## config.mk

```make
export PLATFORM = sky130hd
export DESIGN_NAME = or_gate
export DESIGN_NICKNAME = d
export VERILOG_FILES = /design/src/rtl/or_gate.sv
export SDC_FILE = /design/constraint.sdc
export NUM_CORES = 1
export LEC_CHECK = 0
export ABC_AREA = 1
export BUFFER_PORTS_ARGS = -buffer_cell sky130_fd_sc_hd__clkbuf_2
export CORE_MARGIN = 10
export CORE_UTILIZATION = 30
export CTS_BUF_LIST = sky130_fd_sc_hd__clkbuf_4
export CTS_CLUSTER_DIAMETER = 30
export DETAILED_ROUTE_END_ITERATION = 6
export GPL_TIMING_DRIVEN = 0
export MAX_ROUTING_LAYER = met4
export PLACE_DENSITY = 0.47
export SLEW_MARGIN = 25
export SYNTH_ARGS = -nofsm -noshare
export SYNTH_HDL_FRONTEND = slang
export SYNTH_SLANG_ARGS = --single-unit
```

## constraint.sdc

```tcl
create_clock -name clk -period 3.46 [get_ports clk]
set_input_delay 0.519 -clock clk [delete_from_list [all_inputs] [get_ports clk]]
set_output_delay 0.519 -clock clk [all_outputs]
set_load 0.02 [all_outputs]
```

## src/rtl/or_gate.sv

```systemverilog
// or_gate: bitwise OR with a combinational result, a registered shadow,
// an any-bit-set flag and a saturating count of that flag's rising edges.
module or_gate #(
    parameter int WIDTH = 1,
    parameter int CNT_W = 16
) (
    input  logic [WIDTH-1:0] a,
    input  logic [WIDTH-1:0] b,
    output logic [WIDTH-1:0] y,
    input  logic             clk,
    input  logic             rst,
    output logic [WIDTH-1:0] y_q,
    output logic             any_q,
    output logic [CNT_W-1:0] rise_cnt
);
    logic any;
    assign y   = a | b;
    assign any = |y;
    always_ff @(posedge clk) begin
        if (rst) begin
            y_q      <= '0;
            any_q    <= 1'b0;
            rise_cnt <= '0;
        end else begin
            y_q   <= y;
            any_q <= any;
            if (any && !any_q && !(&rise_cnt))
                rise_cnt <= rise_cnt + 1'b1;
        end
    end
endmodule

```

Word level (Yosys, flattened, before mapping)
Index checks and enable logic that the tools add are counted.
{"block": "totals", "mem_bits_ro": 0, "out_inout_bits": 19, "mem_bits_rw": 0, "register_bits": 17, "input_bits": 4, "latch_bits": 0, "mem_count": 0}
{"block": "op_classes", "multipliers": 0, "muxes": 0, "order_cmp": 0, "shifts": 0, "n_eq_ne": 0, "add_sub_neg": 1, "n_reduce_logical": 5, "n_bitwise": 1, "div": 0}
{"operator": "$add 16x1->16 const B", "n": 1}
{"operator": "$reduce_and 16->1", "n": 1}
{"operator": "$logic_and 1x1->1", "n": 2}
{"operator": "$logic_not 1->1", "n": 2}
{"operator": "$or 1x1->1", "n": 1}

Logic depth before layout (Yosys ltp)
Gate-level depths: netlist of the first run.
{"block": "depth", "depth_word": 3, "ltp_mapped": 9, "depth_no_buf": 9}

Least setup slack after synthesis of the first run
OpenSTA, ideal clock, no wires.
{"block": "synth_timing", "path_type": "reg2reg", "from": "register rise_cnt[1]", "to": "register rise_cnt[15]", "stages_incl_launch_ff": 8, "path_slack_ps": 1941, "n_path_buf": 1, "setup_ps": 115, "arrival_ps": 1404, "path_cell_list": "dfxtp_1 -> ha_1 -> nand3_2 -> nor2_4 -> nand3_4 -> buf_6 -> a21oi_1 -> nor2_1"}
{"block": "synth_via", "elab_chain_cells": 3}
{"element": "start: declaration", "line": "14", "source": "output logic [CNT_W-1:0] rise_cnt"}
{"element": "start signal: assignment", "line": "28", "source": "rise_cnt <= rise_cnt + 1'b1;"}
{"element": "branches (longest 3 deep; another with $add 16x1->16)"}
Parallel ways; which one is timed is not known.
A chain may end at the register's enable or synchronous reset.

Worst setup path in the final report of the first run
{"block": "layout_timing", "from": "register rise_cnt[0]", "to": "register rise_cnt[12]"}
The elaborated chain is that of the path after synthesis.

==> results of run 1 <==
-- Yosys cell counts (all sizes together) --
master / count / area [um2]
nand4: 4 / 25.0
nand3: 20 / 118
o21ai: 3 / 15.0
ha: 1 / 12.5
nor2: 46 / 205
dfxtp: 17 / 340
buf: 3 / 30.0
inv: 21 / 78.8
o21bai: 1 / 11.3
a21oi: 9 / 48.8
nor3: 2 / 10.0
and2: 1 / 6.26
nand2: 45 / 181
-- logic make-up (layout without fill, tap and decap cells) --
logic type      Yosys count  after routing  synth area share (%)
simple gates            118            118                  50.4
buf+inv                  24             50                  10.1
flops                    17             17                  31.4
compound gates           13             13                  6.94
fa+ha+maj                 1              1                  1.16
-- worst min path at each step --
stage,from,to,cells past startpoint
final,rst,rise_cnt[11]$_SDFFE_PP0P_,2
after global routing,rst,rise_cnt[11]$_SDFFE_PP0P_,2
after CTS,rst,rise_cnt[11]$_SDFFE_PP0P_,2
after detailed placement,rise_cnt[9]$_SDFFE_PP0P_,rise_cnt[9]$_SDFFE_PP0P_,2
after global placement,rise_cnt[9]$_SDFFE_PP0P_,rise_cnt[9]$_SDFFE_PP0P_,2
after floorplan,rst,rise_cnt[11]$_SDFFE_PP0P_,1
-- layout make-up --
cell class / count / share of cell area [%]
sequential: 17 / 26.6
timing repair buffer: 22 / 8.60
inverter: 21 / 6.16
buffer: 3 / 2.35
multi-input combinational: 132 / 49.5
clock buffer: 4 / 2.35
tap: 46 / 4.50
-- power breakdown --
part	total, uW	leakage (uW)	switching (uW)	internal (uW)
registers	204	0.000138	4.46	199
clock network	122	0.0000184	68.7	52.8
logic	39.1	0.000401	25.8	13.3
-- flip-flops by register name, indices dropped and copies added (netlist names) --
signal	cells
any_q	1
rise_cnt	16
-- metrics by stage --
step	area, um2	power (uW)	util, %
final	1280	364	37.5
after global routing	1280	381	37.5
after CTS	1280	369	37.5
after detailed placement	1250	248	36.6
after global placement	1250	247	36.6
after floorplan	1080	234	-
-- critical path, delay by kind of cell, from the launching register on --
| kind | cells | cell delay [ns] |
|---|---|---|
| simple gates | 7 | 0.86 |
| flops | 1 | 0.42 |
| fa+ha+maj | 1 | 0.23 |
-- metal layers --
metal / up-vias / part of all wire [%] / global-route usage (%) / routed length (um)
li1: 595 / - / - / -
met1: 501 / 46 / 11.1 / 1320
met2: 14 / 48 / 16.5 / 1390
met3: 5 / 4.3 / 2.67 / 123
met4: 0 / 1.4 / 3.70 / 39
met5: - / 0 / - / 0
==> impl_metrics.csv, run 1 <==
group,metric,value,unit
hold_path,hold_path.class,"in -> reg",
timing,hold_slack,0.404,ns
place,hpwl,2.31,mm
clocking,cts_sinks,17,
die,num_rows,21,
worst_setup_path,arrival,1.83,ns
timing,finalSetupViolCount,0,
routing,viasPerCell,4.55,
logic_synthesis,avgSynthCellArea,6.26,um2
final_layout,drive_gt1_share,24.1,%
timing,setup_tns,0,ns
timing,maxSlewViolCount,0,
final_layout,layout.nets,205,
worst_setup_path,reg2reg_to,"rise_cnt[12]$_SDFFE_PP0P_",
timing,fmax,0.613,GHz
clocking,cts_resized,0,
worst_setup_path,crit_required,3.66,ns
final_layout,instances_no_fill,245,
timing,timing.final.crit_share,47.1,%
final_layout,multi_input_area,633,um2
routing,dr.pass1.iters,4,
global_route,grt_overflow,0,
worst_setup_path,critPathLaunchType,"flip-flop",
place,port_buffers,22,
global_route,antenna_found_initial,0,
worst_setup_path,critPathMostFrequentCell,"nand2_1",
clocking,cts_tree,"done",
global_route,grt_max_degree,11,
run,drv_cap,0,
status,status,"complete, no violations",
global_route,grt_pass1_vias,1088,
place,place_congestion,0.807,
clocking,root_buffer,"clkbuf_4",
clocking,clk_pin_slew,0.11,ns
clocking,cts_hold_repair.buffers,0,
worst_setup_path,setup.worst_path.end_class,"flip-flop",
global_route,grt_pass1_wl,4.95,mm
logic_synthesis,ys_seq_elements,17,
final_layout,final_common_cell,"nand2_1",
final_layout,seq_area,340,um2
worst_setup_path,regToRegSetupSlack,1.83,ns
timing,slew_headroom,73.0,%
die,start_util,31.7,%
timing,hold_viol,0,
final_layout,num-fill-cells,405,
final_layout,final_cell_mix,"40 x nand2_1, 37 x nor2_1, 22 x clkbuf_2, 20 x inv_1, 18 x nand3_1",
routing,remaining_drc_errors,0,
clocking,cts_setup_buffers,0,
routing,drt_iter0_drc,36,
die,die_w,80.1,um
worst_setup_path,crit_end,"rise_cnt[12]$_SDFFE_PP0P_",
routing,wl_per_cell,11.7,um
routing,vias,1115,
clocking,cts_buffers,3,
timing,setup_slack,1.83,ns
worst_setup_path,path_class,"reg -> reg",
pwr,vdd_ir_drop_max,0.000156,V
worst_setup_path,startpoint,"rise_cnt[0]$_SDFFE_PP0P_",
clocking,cts_buffer_depth,2,
logic_synthesis,synthesis.nets,178,
worst_setup_path,reg2reg_from,"rise_cnt[0]$_SDFFE_PP0P_",
logic_synthesis,synth_seq_area_share,31.4,%
global_route,grt.total_usage,9.89,%
logic_synthesis,synth_cell_types,21,
worst_setup_path,reg2reg_depth,8,
timing,skew,0.00864,ns
place,dpl.cell_count,241,
worst_setup_path,cpMaxStageDelayCell,"dfxtp_1",
die,io_pins,23,
routing,wl,2.87,mm
timing,rsz0062_at_grt,"no",
die,die_y,80.1,um
pwr,leakagePower,0.000557,uW
timing,min_period,1.63,ns
logic_synthesis,syn_inst,173,
worst_setup_path,cpPeakStageDelay,0.42,ns
final_layout,area_delta_synth_final,18.3,%
clocking,h-tree-depth,1,
pwr,powerDensity,285,mW/mm2
clocking,clock_latency,0.30,ns
timing,worst_slew_pin_slew,0.405,ns
die,fp.coreArea,0.00342,mm2
routing,final_antenna_net_count,0,
logic_synthesis,yosysWarnings,0,
worst_setup_path,worstPathCellList,"ha_1, nand2_1, nor2_1, nand2_1, nor3_1, nand3_1, nand2_1, nor2_1",
logic_synthesis,syn-cell-area,0.00108,mm2
worst_setup_path,worstPathMaxFanout,5,
final_layout,num_antenna_cells,0,
die,die_area,0.00641,mm2
place,dp_slack,1.85,ns
Power figures use the tool's default switching activity.
==> run 2, diff against run 1 <==
==> constraint.sdc (replaced) <==
create_clock -name clk -period 1.63 [get_ports clk]
set_input_delay 0.2445 -clock clk [delete_from_list [all_inputs] [get_ports clk]]
set_output_delay 0.2445 -clock clk [all_outputs]
set_load 0.02 [all_outputs]
==> run 2 against run 1 <==
  * Worst setup slack worse by 1.6 ns
  * Cell area is 0.98% higher
  * Register-to-register slack got worse by 1.6 ns
  * Global-route usage barely moved
  * Highest routed layer unchanged
  * Critical endpoint is now rise_cnt[15]$_SDFFE_PP0P_
  * Clock-buffer cell count stayed put
  * First-iteration DRC count up 28%
  * Final cell count did not move
  * Clock skew shrank 0.0020 ns
  * Largest power group unchanged
==> impl_metrics.csv, run 2 (synthesized netlist as in run 1, its figures left out) <==
group,metric,value,unit
pwr,p_total,773,uW
timing,setup_tns,0,ns
worst_setup_path,cpMaxStageDelayCell,"dfxtp_2",
worst_setup_path,critical_path.top_delay_family,"simple AND/OR/NAND/NOR gates",
hold_path,hold_path.class,"in -> reg",
worst_setup_path,setup.worst_path.end_class,"flip-flop",
pwr,seqPwrFrac,56.0,%
worst_setup_path,arrival,1.65,ns
clocking,cts_buffers,3,
pwr,power.switching,209,uW
global_route,grt_pass1_wl,4.97,mm
timing,skew,0.00665,ns
clocking,clock_latency,0.30,ns
pwr,powerDensity,598,mW/mm2
status,status,"complete, no violations",
die,num_rows,21,
routing,remaining_drc_errors,0,
worst_setup_path,critPathLaunchType,"flip-flop",
pwr,combinationalPowerShare,10.8,%
final_layout,largest-register,"rise_cnt",
die,io_pins,23,
run,drv_cap,0,
clocking,cts_sinks,17,
timing,finalSetupViolCount,0,
place,hpwl,2.31,mm
place,place_congestion,0.807,
clocking,cts_setup_buffers,0,
global_route,antenna_found_initial,0,
routing,viasPerCell,4.61,
timing,timing.final.crit_share,88.3,%
routing,wl_per_cell,11.6,um
final_layout,final_common_cell,"nand2_1",
routing,vias,1129,
routing,wl,2.85,mm
worst_setup_path,worstPathCellList,"ha_2, nand3_2, nor2_4, nand3_4, buf_6, a21oi_1, nor2_1",
pwr,clock_power_share,33.1,%
pwr,vdd_ir_drop_max,0.000329,V
die,die_area,0.00641,mm2
timing,slew_headroom,72.6,%
final_layout,layout.nets,205,
place,port_buffers,22,
clocking,cts_buffer_depth,2,
worst_setup_path,crit_required,1.84,ns
routing,drt_iter0_drc,46,
clocking,cts_tree,"done",
final_layout,final_cell_mix,"40 x nand2_1, 36 x nor2_1, 22 x clkbuf_2, 20 x inv_1, 18 x nand3_1",
die,die_w,80.1,um
timing,fmax,0.694,GHz
worst_setup_path,cpPeakStageDelay,0.38,ns
pwr,internal_power,565,uW
final_layout,num_antenna_cells,0,
pwr,leakagePower,0.000556,uW
final_layout,area_delta_synth_final,19.4,%
global_route,grt_overflow,0,
global_route,grt.total_usage,9.92,%
die,die_y,80.1,um
final_layout,drive_gt1_share,26.6,%
final_layout,top_regs,"rise_cnt x16, any_q x1",
worst_setup_path,worstPathMaxFanout,10,
timing,hold_slack,0.131,ns
worst_setup_path,path_class,"reg -> reg",
timing,maxSlewViolCount,0,
timing,min_period,1.44,ns
timing,rsz0062_at_grt,"no",
pwr,sw_frac_of_total,27.0,%
timing,hold_viol,0,
worst_setup_path,crit_buf_inv,1,
global_route,grt_max_degree,11,
die,fp.coreArea,0.00342,mm2
timing,worst_slew_pin_slew,0.410,ns
die,start_util,31.7,%
routing,final_antenna_net_count,0,
clocking,h-tree-depth,1,
global_route,grt_pass1_vias,1096,
clocking,root_buffer,"clkbuf_4",
final_layout,largest_reg_flops,16,
clocking,clk_pin_slew,0.11,ns
routing,dr.pass1.iters,4,
## run 2: changes by cell type in the layout (fill, tap and decap cells not counted)
cell     before  now
dfxtp_2       0    2
nor2_2        7    8
ha_2          0    1
dfxtp_1      17   15
ha_1          1    0
nor3_2        0    1
nor2_1       37   36
nor3_1        2    1
## run 2: repair_timing
| action | CTS | global route |
|---|---|---|
| setup endpoints to repair | 1 | 10 |
| hold buffers | 0 | 0 |
| resized for setup | 1 | 4 |
| cloned | 0 | 0 |
## run 2: layout make-up
cell class,instances,area [um2]
Tap cell,46,57.6
Timing Repair Buffer,22,110
Sequential cell,17,343
Fill cell,399,2120
Multi-Input combinational cell,132,643
Clock buffer,4,30.0
Buffer,3,30.0
Inverter,21,78.8
## run 2: through the flow
stage                     instances  area, um2  utilization [%]  worst slack, ns
after floorplan                 173       1080                -            0.111
after global placement          241       1250             36.6           0.0769
after detailed placement        241       1250             36.6           0.0221
after CTS                       245       1280             37.6           0.0618
after global routing            245       1290             37.8          0.00280
final                           245       1290             37.8            0.190
## run 2: worst paths after layout
check | cells past startpoint | start | endpoint | slack [ns]
setup / recovery | 7 | rise_cnt[0]$_SDFFE_PP0P_ | rise_cnt[15]$_SDFFE_PP0P_ | 0.19
hold reg to reg | 2 | rise_cnt[1]$_SDFFE_PP0P_ | rise_cnt[1]$_SDFFE_PP0P_ | 0.53
hold / removal | 2 | rst | rise_cnt[11]$_SDFFE_PP0P_ | 0.13
setup reg to reg | 7 | rise_cnt[0]$_SDFFE_PP0P_ | rise_cnt[15]$_SDFFE_PP0P_ | 0.19
## run 2: power by group through the flow
| stage | logic (uW) | clock network [uW] | registers, uW |
|---|---|---|---|
| detailed placement | 84.1 | 0 | 442 |
| global placement | 83.4 | 0 | 441 |
| finish | 83.8 | 256 | 433 |
| CTS | 84.8 | 266 | 432 |
| floorplan | 46.7 | 0 | 450 |
| global route | 94.5 | 283 | 435 |
## run 2: layer usage
| metal | GRT usage, % | vias to the layer above | wire, um |
|---|---|---|---|
| met5 | - | - | 0 |
| met4 | 3.70 | 0 | 39 |
| met3 | 2.67 | 5 | 126 |
| met2 | 16.5 | 17 | 1420 |
| met1 | 11.1 | 512 | 1260 |
| li1 | - | 595 | - |
==> run 3, diff against run 2 <==
--- a/config.mk
+++ b/config.mk
@@ -15,6 +15,7 @@
 export GPL_TIMING_DRIVEN = 0
 export MAX_ROUTING_LAYER = met4
 export PLACE_DENSITY = 0.47
+export REMOVE_ABC_BUFFERS = 1
 export SLEW_MARGIN = 25
 export SYNTH_ARGS = -nofsm -noshare
 export SYNTH_HDL_FRONTEND = slang
==> run 3 against run 2 <==
  * Via count is 1.6% lower
  * Cell area down 2.7%
  * Final cell count decreased by 1.2%
  * Sequential power hardly changed
  * Global-route usage down 0.69 points
  * Sequential share of layout area increased by 0.74 points
  * Worst setup slack worse by 0.017 ns
  * Clock power fell by 6%
  * First-iteration DRC count rose by 22%
  * Maximum frequency fell by 1.1%
  * Routed wire length increased by 3.0%
==> impl_metrics.csv, run 3 (synthesized netlist as in run 1, its figures left out) <==
group,metric,value,unit
status,status,"complete, no violations",
global_route,grt_pass1_wl,4.67,mm
timing,maxSlewViolCount,0,
hold_path,hold_path.class,"in -> reg",
timing,hold_viol,0,
die,die_area,0.00641,mm2
final_layout,num-fill-cells,404,
die,start_util,31.7,%
clocking,root_buffer,"clkbuf_4",
final_layout,drive_gt1_share,25.0,%
timing,setup_tns,0,ns
die,die_w,80.1,um
pwr,leakagePower,0.000540,uW
global_route,grt_overflow,0,
place,place_congestion,0.786,
routing,wl_per_cell,12.1,um
pwr,vdd_ir_drop_max,0.000242,V
routing,dr.pass1.iters,4,
clocking,cts_buffer_depth,2,
final_layout,area_delta_synth_final,16.2,%
worst_setup_path,worstPathMaxFanout,13,
run,drv_cap,0,
global_route,antenna_found_initial,0,
place,port_buffers,22,
final_layout,top_regs,"rise_cnt x16, any_q x1",
global_route,grt.total_usage,9.23,%
global_route,grt_pass1_vias,1036,
place,hpwl,2.24,mm
timing,rsz0062_at_grt,"no",
die,io_pins,23,
timing,fmax,0.687,GHz
timing,finalSetupViolCount,0,
place,dpl_cell_area,0.00122,mm2
routing,final_antenna_net_count,0,
timing,worst_slew_pin_slew,0.485,ns
worst_setup_path,reg2reg_depth,6,
routing,wl,2.93,mm
final_layout,layout.nets,202,
timing,min_period,1.46,ns
final_layout,finish.instance_area,0.00126,mm2
worst_setup_path,crit_required,1.83,ns
hold_path,whs_path_depth,2,
final_layout,final_common_cell,"nand2_1",
global_route,grt_max_degree,15,
clocking,clk_pin_slew,0.12,ns
routing,remaining_drc_errors,0,
routing,viasPerCell,4.59,
timing,skew,0.0117,ns
final_layout,largest-register,"rise_cnt",
final_layout,num_antenna_cells,0,
routing,vias,1111,
clocking,clock_latency,0.30,ns
worst_setup_path,arrival,1.65,ns
timing,timing.final.crit_share,89.4,%
clocking,cts_buffers,3,
timing,hold_slack,0.153,ns
worst_setup_path,setup.worst_path.end_class,"flip-flop",
die,num_rows,21,
clocking,cts_hold_repair.buffers,0,
clocking,h-tree-depth,1,
die,fp.coreArea,0.00342,mm2
routing,drt_iter0_drc,56,
die,die_y,80.1,um
final_layout,final_cell_mix,"40 x nand2_1, 36 x nor2_1, 22 x clkbuf_2, 20 x inv_1, 18 x nand3_1",
clocking,cts_tree,"done",
clocking,cts_setup_buffers,0,
final_layout,finish.utilization,36.8,%
clocking,cts_sinks,17,
worst_setup_path,critPathLaunchType,"flip-flop",
timing,slew_headroom,67.6,%
worst_setup_path,path_class,"reg -> reg",
final_layout,largest_reg_flops,16,
pwr,powerDensity,600,mW/mm2
## run 3: metal layers
| metal | global-route usage [%] | vias up | wire length, um |
|---|---|---|---|
| li1 | - | 593 | - |
| met1 | 11.3 | 496 | 1450 |
| met2 | 14.8 | 20 | 1360 |
| met3 | 2.12 | 2 | 108 |
| met4 | 2.64 | 0 | 16 |
| met5 | - | - | 0 |
## run 3: what timing repair did
item / 4_1_cts / 5_1_grt
gates resized for setup: 1 / 3
pin swaps: 0 / 0
cloned: 0 / 0
endpoints found under the setup margin: 1 / 8
## run 3: final cells by class
class                   instances  area [um2]  area share (%)
well taps                      46        57.6            4.58
multi-input cells             132         641            50.9
clock inverters                 1        5.00           0.398
flip-flops and latches         17         343            27.3
repair buffers                 22         110            8.76
clock buffers                   3        22.5            1.79
inverters                      21        78.8            6.27
## run 3: path summary, 6_finish.rpt
kind / from / end / slack, ns
worst max-delay path: rise_cnt[0]$_SDFFE_PP0P_ / rise_cnt[15]$_SDFFE_PP0P_ / 0.17
worst min-delay path: rst / rise_cnt[11]$_SDFFE_PP0P_ / 0.15
worst max register to register: rise_cnt[0]$_SDFFE_PP0P_ / rise_cnt[15]$_SDFFE_PP0P_ / 0.17
worst min register to register: rise_cnt[0]$_SDFFE_PP0P_ / rise_cnt[0]$_SDFFE_PP0P_ / 0.52
## run 3: critical path, stage by stage, from the launching register on
cell     delay [ns]
dfxtp_2        0.38
ha_1           0.22
nand3_2        0.14
nor2_4         0.18
nand3_4        0.18
a21oi_1        0.19
nor2_1         0.06
## run 3: report_power, final
group | switching, uW | internal (uW)
combinational | 55.6 | 24.6
sequential | 9.22 | 424
clock | 150 | 91.4
## run 3: through the flow
step	std cells	worst slack, ns	power, uW
final	242	0.174	754
after global routing	242	0.0144	795
after CTS	242	0.0424	768
after detailed placement	238	0.0106	523
after global placement	238	0.0396	520
after floorplan	170	0.115	491
